==> src/rtl/store_write_sequencer.sv <==
// rtl/store_write_sequencer.sv - lane-positions SB/SH/SW stores and issues word-aligned write beats
//
// Ports:
//   i_clk, i_rst_n             clock, asynchronous active-low reset
//   i_req_valid / o_req_ready  store request handshake from the MA stage
//   i_is_store_byte            SB (takes priority over halfword)
//   i_is_store_halfword        SH (neither flag = SW)
//   i_address, i_store_data    byte address and rs2 value of the store
//   o_mem_valid / i_mem_ready  write beat handshake to data memory
//   o_mem_address              word-aligned beat address
//   o_mem_write_data           lane-positioned beat data (disabled lanes are 0)
//   o_mem_byte_enable          per-byte write enable
//   o_mem_last                 final beat of the current request
//   o_busy                     a request is held
module store_write_sequencer #(
  parameter int XLEN = 32
) (
  input  logic              i_clk,
  input  logic              i_rst_n,
  input  logic              i_req_valid,
  output logic              o_req_ready,
  input  logic              i_is_store_byte,
  input  logic              i_is_store_halfword,
  input  logic [XLEN-1:0]   i_address,
  input  logic [XLEN-1:0]   i_store_data,
  output logic              o_mem_valid,
  input  logic              i_mem_ready,
  output logic [XLEN-1:0]   o_mem_address,
  output logic [XLEN-1:0]   o_mem_write_data,
  output logic [XLEN/8-1:0] o_mem_byte_enable,
  output logic              o_mem_last,
  output logic              o_busy
);

  localparam int BW = XLEN / 8;

  typedef enum logic [1:0] {
    S_IDLE,
    S_LO,
    S_HI
  } state_t;

  state_t state, state_next;

  // Second-beat fields, held until the first beat of a split store is taken.
  logic [XLEN-1:0] hi_address_q;
  logic [XLEN-1:0] hi_data_q;
  logic [BW-1:0]   hi_be_q;
  logic            last_q;

  logic [1:0]        off;
  logic [XLEN-1:0]   src;
  logic [BW-1:0]     base_mask;
  logic [2*XLEN-1:0] wide_data;
  logic [2*BW-1:0]   wide_mask;
  logic              split;
  logic [XLEN-1:0]   lo_address;
  logic [XLEN-1:0]   hi_address;

  logic accept;
  logic beat_done;
  logic final_done;

  // Positioning is done entirely on the request inputs; every beat field is
  // registered so the memory-side outputs come straight from flops.
  always_comb begin
    off       = i_address[1:0];
    src       = i_store_data;
    base_mask = {BW{1'b1}};
    if (i_is_store_byte) begin
      src       = {{(XLEN-8){1'b0}}, i_store_data[7:0]};
      base_mask = {{(BW-1){1'b0}}, 1'b1};
    end else if (i_is_store_halfword) begin
      src       = {{(XLEN-16){1'b0}}, i_store_data[15:0]};
      base_mask = {{(BW-2){1'b0}}, 2'b11};
    end
    wide_data  = {{XLEN{1'b0}}, src} << {off, 3'b000};
    wide_mask  = {{BW{1'b0}}, base_mask} << off;
    split      = |wide_mask[2*BW-1:BW];
    lo_address = {i_address[XLEN-1:2], 2'b00};
    // Natural 30-bit wrap takes 0xFFFFFFFC to 0x00000000.
    hi_address = {i_address[XLEN-1:2] + {{(XLEN-3){1'b0}}, 1'b1}, 2'b00};
  end

  assign o_mem_valid = (state != S_IDLE);
  assign o_busy      = (state != S_IDLE);
  assign o_mem_last  = last_q;

  // Finishing a request frees the buffer in the same cycle, so a new request
  // can be taken back-to-back with the last beat.
  assign o_req_ready = (state == S_IDLE) | (o_mem_valid & o_mem_last & i_mem_ready);
  assign accept      = i_req_valid & o_req_ready;
  assign beat_done   = o_mem_valid & i_mem_ready;
  assign final_done  = beat_done & o_mem_last;

  always_ff @(posedge i_clk or negedge i_rst_n) begin
    if (!i_rst_n) begin
      state <= S_IDLE;
    end else begin
      state <= state_next;
    end
  end

  always_comb begin
    state_next = state;
    case (state)
      S_IDLE: begin
        if (accept) state_next = S_LO;
      end
      S_LO, S_HI: begin
        if (beat_done) begin
          if (!last_q)     state_next = S_HI;
          else if (accept) state_next = S_LO;
          else             state_next = S_IDLE;
        end
      end
      default: state_next = S_IDLE;
    endcase
  end

  always_ff @(posedge i_clk or negedge i_rst_n) begin
    if (!i_rst_n) begin
      o_mem_address     <= '0;
      o_mem_write_data  <= '0;
      o_mem_byte_enable <= '0;
      last_q            <= 1'b0;
      hi_address_q      <= '0;
      hi_data_q         <= '0;
      hi_be_q           <= '0;
    end else if (accept) begin
      o_mem_address     <= lo_address;
      o_mem_write_data  <= wide_data[XLEN-1:0];
      o_mem_byte_enable <= wide_mask[BW-1:0];
      last_q            <= ~split;
      hi_address_q      <= hi_address;
      hi_data_q         <= wide_data[2*XLEN-1:XLEN];
      hi_be_q           <= wide_mask[2*BW-1:BW];
    end else if (beat_done && !last_q) begin
      o_mem_address     <= hi_address_q;
      o_mem_write_data  <= hi_data_q;
      o_mem_byte_enable <= hi_be_q;
      last_q            <= 1'b1;
    end else if (final_done) begin
      o_mem_address     <= '0;
      o_mem_write_data  <= '0;
      o_mem_byte_enable <= '0;
      last_q            <= 1'b0;
    end
  end

endmodule

==> config.mk <==
export PLATFORM = sky130hd
export DESIGN_NAME = store_write_sequencer
export DESIGN_NICKNAME = d
export VERILOG_FILES = /design/src/rtl/store_write_sequencer.sv
export SDC_FILE = /design/constraint.sdc
export NUM_CORES = 1
export LEC_CHECK = 0
export BUFFER_PORTS_ARGS = -buffer_cell sky130_fd_sc_hd__clkbuf_2
export CAP_MARGIN = 20
export CORE_ASPECT_RATIO = 0.9
export CORE_MARGIN = 1.5
export CORE_UTILIZATION = 58
export CTS_CLUSTER_SIZE = 28
export DETAILED_ROUTE_END_ITERATION = 8
export PLACE_DENSITY = 0.85
export SYNTH_ARGS = -nofsm -noshare
export SYNTH_HDL_FRONTEND = slang
export SYNTH_SLANG_ARGS = --single-unit
==> constraint.sdc <==
create_clock -name i_clk -period 4.8 [get_ports i_clk]
set_input_delay 0.48 -clock i_clk [delete_from_list [all_inputs] [get_ports i_clk]]
set_output_delay 0.48 -clock i_clk [all_outputs]
set_load 0.05 [all_outputs]
Word-level counts from Yosys, hierarchy flattened
Cells that the tools add are included.
{ "classes": {"add_sub_neg": 1, "mul": 0, "div": 0, "order_cmp": 0, "eq_ne": 4, "shift": 2, "mux": 20, "bitwise_logic": 7, "reduce_logical": 8} }
{ "ops": {"columns": ["op", "count"], "rows": [
  ["$mux 32", 7],
  ["$shl 32x5->64", 1],
  ["$add 30x1->30 const B", 1],
  ["$mux 4", 5],
  ["$shl 4x2->8", 1],
  ["$mux 2", 3],
  ["$and 1x1->1", 5],
  ["$mux 1", 4],
  ["$ne 2x2->1 const B", 2],
  ["$pmux 2 s2", 1],
  ["$reduce_or 4->1", 1],
  ["$reduce_bool 3->1", 1],
  ["$eq 2x1->1 const B", 1],
  ["$eq 2x2->1 const B", 1],
  ["$logic_not 2->1", 1],
  ["$reduce_and 2->1", 1],
  ["$reduce_bool 2->1", 1],
  ["$reduce_or 2->1", 1],
  ["$logic_and 1x1->1", 1],
  ["$logic_not 1->1", 1],
  ["$not 1->1", 1],
  ["$or 1x1->1", 1]
]} }
{ "totals": {"register_bits": 137, "latch_bits": 0, "ramBits": 0, "mem_bits_ro": 0, "inputBits": 70, "output_inout_bits": 72, "memories": 0} }

Depth between registers and ports, before layout
Gate-level depths: netlist (run 1).
{ "depth": {"word_depth": 9, "depth_mapped": 9} }

Worst setup path after synthesis (run 1)
OpenSTA, ideal clock, no wires.
{ "synth_timing": {"path_kind": "flip-flop to flip-flop", "start": "register last_q, in the netlist o_mem_last", "end": "register hi_data_q[10]", "setup_time_ns": 0.135, "arrival_time_ns": 2.170, "slack_ns": 2.495, "stages_incl_launch_ff": 7, "path_buffers": 2, "path_cell_list": "dfrtp_1 a21oi_1 inv_1 nand2_1 clkbuf_1 clkbuf_1 o21ai_0"} }
{ "synth_between": {"elab_chain_len": 4} }
{ "synth_rtl": {"columns": ["item", "line", "rtl"], "rows": [
  ["start, declared", "49", "logic last_q;"],
  ["start signal, assigned", "134", "last_q <= ~split;"],
  ["$and 1x1->1 (2 in a row)", "91", "assign o_req_ready = (state == S_IDLE) | (o_mem_valid & o_mem_last & i_mem_ready);"],
  ["$or 1x1->1", "91", null],
  ["via o_req_ready", "21", "output logic o_req_ready,"],
  ["$and 1x1->1", "92", "assign accept = i_req_valid & o_req_ready;"],
  ["end signal, assigned", "136", "hi_data_q <= wide_data[2*XLEN-1:XLEN];"],
  ["end, declared", "47", "logic [XLEN-1:0] hi_data_q;"]
]} }
The timed path passes the listed nets, and every way through them passes these cells.
A chain may end at the register's enable or synchronous reset.

Worst setup path after layout (run 1)
{ "layout_timing": {"start": "register state[0]", "end": "register hi_data_q[17]"} }
{ "layout_between": {"elab_chain_len": 5, "elab_cells_between_ends": 6} }
{ "layout_rtl": {"columns": ["item", "line", "rtl"], "rows": [
  ["start, declared", "43", "state_t state, state_next;"],
  ["start signal, assigned", "100", "state <= state_next;"],
  ["$reduce_bool 2->1", "85", "assign o_mem_valid = (state != S_IDLE);"],
  ["$and 1x1->1 (2 in a row)", "91", null],
  ["$or 1x1->1 (*)", "91", null],
  ["$and 1x1->1 (*)", "92", null]
]} }
Mark *: on every way between the ends. The rest lies on a longest branch, timed or not.

==> results of run 1 <==
cell usage after synthesis, types with 8 or more instances:
master    number  area share (%)
dfrtp_1      126              52
nand2_1       78             4.8
inv_1         44             2.7
o21ai_0       38             3.1
clkbuf_1      31             1.9
a222oi_1      30             4.9
a22oi_1       24             3.0
a21oi_1       23             1.9
a22o_1        22             3.2
nor2_1        20             1.2
a221o_1       17             2.8
nand3_1       15             1.2
a31oi_1       12             1.2
xnor2_1       11             1.6
a211oi_1       8            0.99
nand4_1        8            0.82
o31ai_1        8            0.99
or4_1          8            0.99
kinds of logic (layout without fill, tap and decap cells):
| logic type | after synthesis | in the layout | share of synthesized area (%) |
|---|---|---|---|
| buffers and inverters | 89 | 223 | 6.62 |
| xor gates and xnor gates | 13 | 13 | 1.87 |
| DFF | 126 | 126 | 51.8 |
| AOI/OAI and AO/OA | 196 | 196 | 24.0 |
| adders and majority gates | 4 | 4 | 0.782 |
| muxes | 8 | 8 | 1.42 |
| and+or+nand+nor | 163 | 163 | 13.4 |
| other | 1 | 2 | 0.0617 |
how the worst max path moves through the flow:
stage / endpoint / slack (ns) / cells past startpoint
after floorplan: hi_data_q[10] / 2.49 / 6
after global placement: hi_address_q[21] / 2.15 / 7
after detailed placement: hi_be_q[0] / 1.98 / 7
final: hi_data_q[17] / 2.06 / 7
after global routing: hi_data_q[17] / 1.88 / 7
after CTS: hi_be_q[0] / 1.98 / 7
area by class of cell:
class / count / area [sq um]
Clock buffer: 24 / 482
Sequential cell: 126 / 3150
Clock inverter: 7 / 62.6
Tap cell: 129 / 161
Timing Repair Buffer: 148 / 778
Multi-Input combinational cell: 386 / 2560
Fill cell: 762 / 2840
Inverter: 44 / 165
per-layer routing:
metal	vias up	track usage (%)	share of wire, %
met5	-	0	0
met4	0	16.4	3.8
met3	53	7.31	8.7
met2	350	50.2	47
met1	2755	41.5	40
li1	2506	-	-
registers in the layout, indices dropped and copies added, names as in the netlist:
register           flops
state                  2
o_mem_write_data      32
hi_data_q             24
o_mem_byte_enable      4
hi_address_q          30
o_mem_last             1
hi_be_q                3
o_mem_address         30
through the flow:
| step | power [W] | hold WS (ns) | utilization, % | area (sq um) |
|---|---|---|---|---|
| global placement | 0.00378 | 0.462 | 66.6 | 6790 |
| finish | 0.00508 | 0.207 | 72.2 | 7370 |
| floorplan | 0.00327 | 0.184 | - | 6090 |
| CTS | 0.00506 | 0.247 | 71.9 | 7340 |
| detailed placement | 0.00385 | 0.469 | 66.6 | 6790 |
| global route | 0.00531 | 0.284 | 72.2 | 7370 |
power by group through the flow:
stage          Clock [W]  Combinational [W]  Sequential, W
3_3_place_gp           0            0.00209        0.00169
4_1_cts          0.00120            0.00215        0.00170
5_1_grt          0.00125            0.00231        0.00174
6_report         0.00120            0.00217        0.00170
3_5_place_dp           0            0.00214        0.00171
2_1_floorplan          0           0.000794        0.00248
worst max-delay path, stage by stage (launching register included):
cell and delay [ns]:
dfrtp_1 0.40, inv_1 0.07, ha_1 0.26, a21oi_1 0.18, inv_1 0.20, nand3_1 0.44, nor4_2 0.88, a22o_1 0.25
==> results.toml, run 1 <==
[cts]
htree_levels = 4
clock_sinks = 126
cts_resized = 0
insertion_delay_ns = 0.42
hold_buffers = 0
cts_root_buffer = "clkbuf_16"
cts_tree = "done"
clk_pin_slew_ns = 0.05
cts_max_path_buffers = 2
cts-buffers-inserted = 17
postCtsSetupBuffers = 0

[hold_path]
min_path_type = "input pin to asynchronous set/reset pin"

[sta]
setup_ws_ns = 2.06
hold_viol_final = 0
slew_violations = 0
fin_skew_ns = 0.0135
slew_headroom_pct = 35.3
setup_tns_ns = 0
min_period_over_period_pct = 57.1
rsz0062_at_grt = "false"
period_needed_ns = 2.74
setup_viol = 0
fmax_ghz = 0.365
worst_pin_slew_ns = 0.966

[floorplan]
core_sq_um = 10200
io_pins = 142
die_w_um = 111
die_h_um = 100
die_area_sq_um = 11100
initial_utilization_pct = 59.6
rows = 35

[grt]
track_usage_pct = 31.7
antenna_found_initial = 0
grt_pass1_wl_um = 27500
grt_overflow = 0
grt_pass1_vias = 5390
grt_max_degree = 70

[synthesis]
async_flop_share_pct = 100
syn_inst = 600
synth_ff_type = "dfrtp_1"
ys_ff_latch = 126
ys_seq_area_share_pct = 51.8
synth_edf_count = 0
syn-cell-area_sq_um = 6080
ys_warn_count = 0
synth.avg_cell_area_sq_um = 10.1
ys_types = 53

[worst_setup_path]
critPathKind = "register to register"
worstReg2RegEnd = "hi_data_q[17]"
start_kind = "register"
cp-startpoint = "state[0]"
cp.arrival_ns = 3.09
r2r_start = "state[0]"
reg2reg_depth = 7
r2r_slack_ns = 2.06
cp-end-kind = "register"
crit_fanout = 12
required_ns = 5.15

[route]
vias_per_cell = 6.56
drc = 10
drtIter0Drc = 732
routed_wl_um = 17200
wl_per_cell_um = 20.0
detail-route-antenna-nets = 0
num_vias = 5664
drtPass1Iterations = 9

[power]
seqPwrFrac_pct = 33.6
powerDensity_nw_per_um2 = 689
vdd_drop_max_mv = 0.585
p_switching_w = 0.00232
intPower_w = 0.00275
p_clk_share_pct = 23.6
p_comb_share_pct = 42.8
p_leak_nw = 3.56
switching_share_pct = 45.8

[finish]
layout_commonest_cell = "clkbuf_2"
stdcell_count = 864
diodes = 0
syn_to_final_growth_pct = 21.1
nets = 796
drive_gt1_share_pct = 26.9
layout_common_cells = "clkbuf_2, dfrtp_1, nand2_1"

[run_status]
status = "finished with violations"
violations = "design-rule violations"

[placement]
dp_cells = 831
io_buffers = 139
place.gp.congestion = 0.924
post-place-ws_ns = 1.98
dp_hpwl_um = 11300

[flow_run]
max_cap_violations = 0
(Power assumes the default switching activity.)
==> run 2, diff against run 1 <==
- ABC_AREA: not set -> 1
- CORE_UTILIZATION: 58 -> 55
- PLACE_DENSITY: 0.85 -> 0.81
- clock period: 4.8 -> 2.7 ns (I/O delays scaled with it)
==> run 2 against run 1 <==
Net effect: the flow now finishes without violations; sequential share of layout area decreased by 3.2 points; sequential power increased by 72%; clock skew decreased by 0.0076 ns; wire length increased by 4.9%; largest cell class unchanged; area after synthesis increased by 6.9%; die area increased by 12%.
==> results.toml, run 2 <==
[finish]
utilization_pct = 69.3
layout_commonest_cell = "nand2_1"
largest_reg_flops = 32
drive_gt1_share_pct = 22.0
syn_to_final_growth_pct = 22.4
nFillCells = 946
top_register = "o_mem_write_data"
stdcell_count = 1117
diodes = 0
biggestRegsByFlops = "o_mem_write_data: 32 flops, hi_address_q: 30 flops, o_mem_address: 30 flops"
nets = 1021
layout_common_cells = "nand2_1, clkbuf_2, dfrtp_1"

[worst_setup_path]
cp.arrival_ns = 2.57
crit_fanout = 29
reg2reg_depth = 10
critPathKind = "register to register"
required_ns = 3.01
cp-end-kind = "register"
start_kind = "register"

[synthesis]
synthTopCellsByCount = "nand2_1, dfrtp_1, inv_1"
syn-cell-area_sq_um = 6500
ys_ff_latch = 126
synth_compound_area_share_pct = 13.9
async_flop_share_pct = 100
ys_types = 32
synth_xor_area_share_pct = 0
synth_edf_count = 0
ys_top_cells_by_area = "dfrtp_1, nand2_1, o211ai_1"
syn_inst = 816
synth_ff_type = "dfrtp_1"
ys_seq_area_share_pct = 48.5
synth_simple_gate_area_share_pct = 28.0
synth.most_common_cell = "nand2_1"
yosys.area.top_type_share_pct = 48.5
synth_area_leader_cell = "dfrtp_1"
synth_top_family_by_area = "simple AND/OR/NAND/NOR gates"
synthMuxAreaShare_pct = 0
synth_fa_ha_area_share_pct = 0.577
ys_warn_count = 0
synth.avg_cell_area_sq_um = 7.97

[floorplan]
die_w_um = 118
io_pins = 142
rows = 37
die_h_um = 106
core_sq_um = 11500
die_area_sq_um = 12500
initial_utilization_pct = 56.6

[cts]
insertion_delay_ns = 0.42
cts_root_buffer = "clkbuf_16"
cts_resized = 0
clock_sinks = 126
clk_pin_slew_ns = 0.06
cts-buffers-inserted = 17
cts_tree = "done"
cts_max_path_buffers = 2
htree_levels = 4

[power]
switching_share_pct = 44.8
seqPwrFrac_pct = 31.3
p_switching_w = 0.00419
p_leak_nw = 3.98
p_comb_share_pct = 41.5
intPower_w = 0.00516
p_clk_share_pct = 27.2
vdd_drop_max_mv = 0.805
powerDensity_nw_per_um2 = 1180

[placement]
place.gp.congestion = 0.979
dp_hpwl_um = 12300
post-place-ws_ns = 0.478
io_buffers = 139
dp_cells = 1084

[sta]
slew_headroom_pct = 63.3
fmax_ghz = 0.443
fin_skew_ns = 0.00586
setup_ws_ns = 0.442
min_period_over_period_pct = 83.6
setup_tns_ns = 0
period_needed_ns = 2.26
worst_pin_slew_ns = 0.548
setup_viol = 0
rsz0062_at_grt = "false"
slew_violations = 0
hold_viol_final = 0

[run_status]
status = "finished, final reports clean"

[grt]
antenna_found_initial = 0
track_usage_pct = 30.2
grt_max_degree = 80
grt_overflow = 0
grt_pass1_wl_um = 29900
grt_pass1_vias = 6116

[route]
vias_per_cell = 5.67
num_vias = 6338
drc = 0
routed_wl_um = 18100
wl_per_cell_um = 16.2
detail-route-antenna-nets = 0
drtIter0Drc = 678
drtPass1Iterations = 8

[hold_path]
min_path_type = "input pin to register"
hold_depth = 3

[flow_run]
max_cap_violations = 0
## run 2: changes by cell type in the layout (fill, tap and decap cells not counted), sizes merged, moves of 22 or more
cell and delta:
nor2 +40, nand3 +53, a22o -22, nand2 +184, a22oi -24, o211ai +51
inv +49, a222oi -30
## run 2: layer usage
metal,wire (um),share of wire (%),global-route usage [%],vias up
li1,-,-,-,2970
met1,7900,44,42.0,3013
met2,8160,45,46.1,320
met3,1620,9.0,7.35,35
met4,409,2.3,11.4,0
met5,0,0,0,-
## run 2: per-stage QoR
stage / total power (W) / instance area [sq um] / hold WS, ns
6_report: 0.00935 / 7960 / 0.0844
5_1_grt: 0.00981 / 7960 / 0.0799
4_1_cts: 0.00934 / 7960 / 0.0809
3_5_place_dp: 0.00677 / 7290 / 0.189
3_3_place_gp: 0.00671 / 7290 / 0.191
2_1_floorplan: 0.00578 / 6500 / -0.0256
## run 2: what timing repair did
action	CTS	global route
hold endpoints to repair	21	0
buffers inserted	0	0
hold buffers	1	0
## run 2: worst max-delay path, cell delays in order, from the launching register on
cell and delay [ns]:
dfrtp_1 0.35, inv_1 0.06, ha_1 0.22, inv_2 0.13
nand2_2 0.10, nand2_4 0.27, nand2_1 0.16, inv_2 0.38
buf_4 0.29, nand2_1 0.08, o211ai_1 0.10
## run 2: power by group through the flow
| stage | clock network [W] | logic (W) | registers, W |
|---|---|---|---|
| floorplan | 0 | 0.00156 | 0.00422 |
| global placement | 0 | 0.00378 | 0.00293 |
| detailed placement | 0 | 0.00384 | 0.00293 |
| CTS | 0.00255 | 0.00387 | 0.00292 |
| global route | 0.00265 | 0.00417 | 0.00299 |
| finish | 0.00255 | 0.00388 | 0.00293 |
## run 2: path summary, 6_finish.rpt
check	start	endpoint	slack, ns
worst max register to register	state[0]	o_mem_write_data[0]	0.44
min in group asynchronous	i_rst_n	hi_data_q[2]	0.29
worst max-delay path	state[0]	o_mem_write_data[0]	0.44
worst min-delay path	i_store_data[0]	o_mem_write_data[16]	0.08
max in group asynchronous	i_rst_n	hi_data_q[14]	1.67
worst min register to register	hi_address_q[3]	hi_address_q[3]	0.48
## run 2: cell type report
type / count / area, sq um / share of cell area (%)
Tap cell: 156 / 195 / 2.45
Multi-Input combinational cell: 556 / 2780 / 34.9
Sequential cell: 126 / 3150 / 39.6
Inverter: 93 / 349 / 4.39
Clock inverter: 14 / 216 / 2.72
Timing Repair Buffer: 154 / 826 / 10.4
Clock buffer: 18 / 439 / 5.52
## run 2: logic make-up (layout without fill, tap and decap cells)
group	count (synthesis)	in the layout
compound gates	137	137
buf+inv	135	279
flops	126	126
other cells	1	2
simple gates	414	414
fa+ha+maj	3	3
==> run 3, diff against run 2 <==
- CORE_UTILIZATION: 55 -> 50
- PLACE_DENSITY: 0.81 -> 0.77
- clock period: 2.7 -> 1.9 ns (I/O delays scaled with it)
==> run 3 against run 2 <==
Net effect: maximum frequency rose by 26%; sequential share of layout area fell by 0.39 points; sequential power rose by 42%; cell area rose by 1.0%; non-clock buffer count rose by 9; count of clock-buffer cells in the layout rose by 10; first-iteration DRC count fell by 21%; clock skew rose by 0.00092 ns; final cell count rose by 1.5%; setup slack got worse by 0.33 ns; register-to-register slack got worse by 0.33 ns; flip-flop and latch count did not move; critical path type unchanged; highest routed layer unchanged.
==> results.toml, run 3 (synthesis results as in run 2) <==
[grt]
grt_overflow = 0
grt_pass1_wl_um = 29200
antenna_found_initial = 0
grt_max_degree = 62
grt_pass1_vias = 5697
track_usage_pct = 27.7

[finish]
layout_commonest_cell = "nand2_1"
drive_gt1_share_pct = 22.5
utilization_pct = 63.4
layout_common_cells = "nand2_1, clkbuf_2, dfrtp_1"
nets = 1030
stdcell_count = 1134
top_register = "o_mem_write_data"
seqCellArea_sq_um = 3150
largest_reg_flops = 32
syn_to_final_growth_pct = 23.7
biggestRegsByFlops = "o_mem_write_data: 32 flops, hi_address_q: 30 flops, o_mem_address: 30 flops"
diodes = 0
multi_input_area_sq_um = 2790
nFillCells = 1098

[cts]
htree_levels = 4
clock_sinks = 126
cts_tree = "done"
cts_root_buffer = "clkbuf_16"
clk_pin_slew_ns = 0.05
cts-buffers-inserted = 17
cts_max_path_buffers = 2
insertion_delay_ns = 0.42

[sta]
setup_tns_ns = 0
fmax_ghz = 0.559
slew_violations = 0
period_needed_ns = 1.79
hold_viol_final = 0
rsz0062_at_grt = "true"
setup_viol = 0
worst_pin_slew_ns = 0.563
setup_ws_ns = 0.112
fin_skew_ns = 0.00678
min_period_over_period_pct = 94.1
slew_headroom_pct = 62.3

[worst_setup_path]
cp_cell_sequence = "inv_1, ha_1, inv_2, nand2_4, nand2_4, nand2_1, inv_4, buf_4, nand2_1, o211ai_1"
start_kind = "register"
critPathKind = "register to register"
slowest_delay_ns = 0.35
reg2reg_depth = 10
required_ns = 2.23
crit_fanout = 12
cp-end-kind = "register"
critPathSlowestCell = "dfrtp_1"
r2r_slack_ns = 0.11
r2r_start = "state[0]"
worstReg2RegEnd = "o_mem_write_data[28]"
cp.arrival_ns = 2.12

[flow_run]
max_cap_violations = 0

[floorplan]
die_area_sq_um = 13700
die_w_um = 123
die_h_um = 111
core_sq_um = 12700
rows = 39
initial_utilization_pct = 51.2
io_pins = 142

[run_status]
status = "finished, final reports clean"

[power]
power_w = 0.0129
p_leak_nw = 4.04
powerDensity_nw_per_um2 = 1610
vdd_drop_max_mv = 0.904

[hold_path]
min_path_type = "input pin to register"
min_to = "o_mem_write_data[20]"
hold_start = "i_store_data[4]"
hold_depth = 3

[route]
detail-route-antenna-nets = 0
vias_per_cell = 5.38
wl_per_cell_um = 15.7
drtIter0Drc = 537
routed_wl_um = 17800
drtPass1Iterations = 5
num_vias = 6099
drc = 0

[placement]
dp_hpwl_um = 12500
io_buffers = 139
post-place-ws_ns = 0.0523
dp_cells = 1100
place.gp.congestion = 0.890
## run 3: changes by cell type in the layout (fill, tap and decap cells not counted), sizes merged
| cell | before | now |
|---|---|---|
| clkinv | 5 | 3 |
| clkinvlp | 4 | 1 |
| clkbuf | 156 | 166 |
| bufinv | 5 | 0 |
| buf | 15 | 23 |
| dlygate4sd3 | 1 | 2 |
## run 3: timing repair
action,4_1_cts,5_1_grt
hold buffers,2,0
endpoints found under the setup margin,0,49
buffers inserted,0,0
endpoints found under the hold margin,30,0
resized for setup,0,3
## run 3: report_power, final
part / switching (W) / internal, W
Sequential: 0.000492 / 0.00367
Combinational: 0.00420 / 0.00145
Clock: 0.00114 / 0.00197
## run 3: layer usage
metal / GRT usage, % / wire length, um
met2: 39.7 / 7850
met1: 41.2 / 8370
met5: 0 / 0
met4: 8.81 / 323
met3: 6.89 / 1260
## run 3: through the flow
stage                     hold slack, ns  cell area, sq um
after global placement             0.172              7430
after CTS                        0.00118              8030
after global routing              0.0116              8040
after floorplan                   -0.106              6510
after detailed placement           0.178              7430
final                            0.00828              8040
## run 3: how the worst max path moves through the flow
stage                           from  slack [ns]              endpoint
after floorplan           o_mem_last        0.05     o_mem_address[19]
after detailed placement    state[0]        0.05   o_mem_write_data[5]
after global routing        state[0]       -0.02  o_mem_write_data[27]
final                       state[0]        0.11  o_mem_write_data[28]
after global placement      state[0]        0.17  o_mem_write_data[28]
after CTS                   state[0]        0.05  o_mem_write_data[28]
## run 3: area by class of cell
type / instances / share of cell area (%)
sequential: 126 / 39.2
multi-input combinational: 556 / 34.7
timing repair buffer: 163 / 12.0
clock buffer: 28 / 6.92
inverter: 93 / 4.37
tap: 164 / 2.55
clock inverter: 4 / 0.280
## run 3: critical path: cells and delay by family (launching register included)
family                   cells  cell delay (ns)
buffers and inverters        4             0.61
AND/OR/NAND/NOR              4             0.43
flip-flops                   1             0.35
adder cells (fa/ha/maj)      1             0.21
AO/OA/AOI/OAI                1             0.09
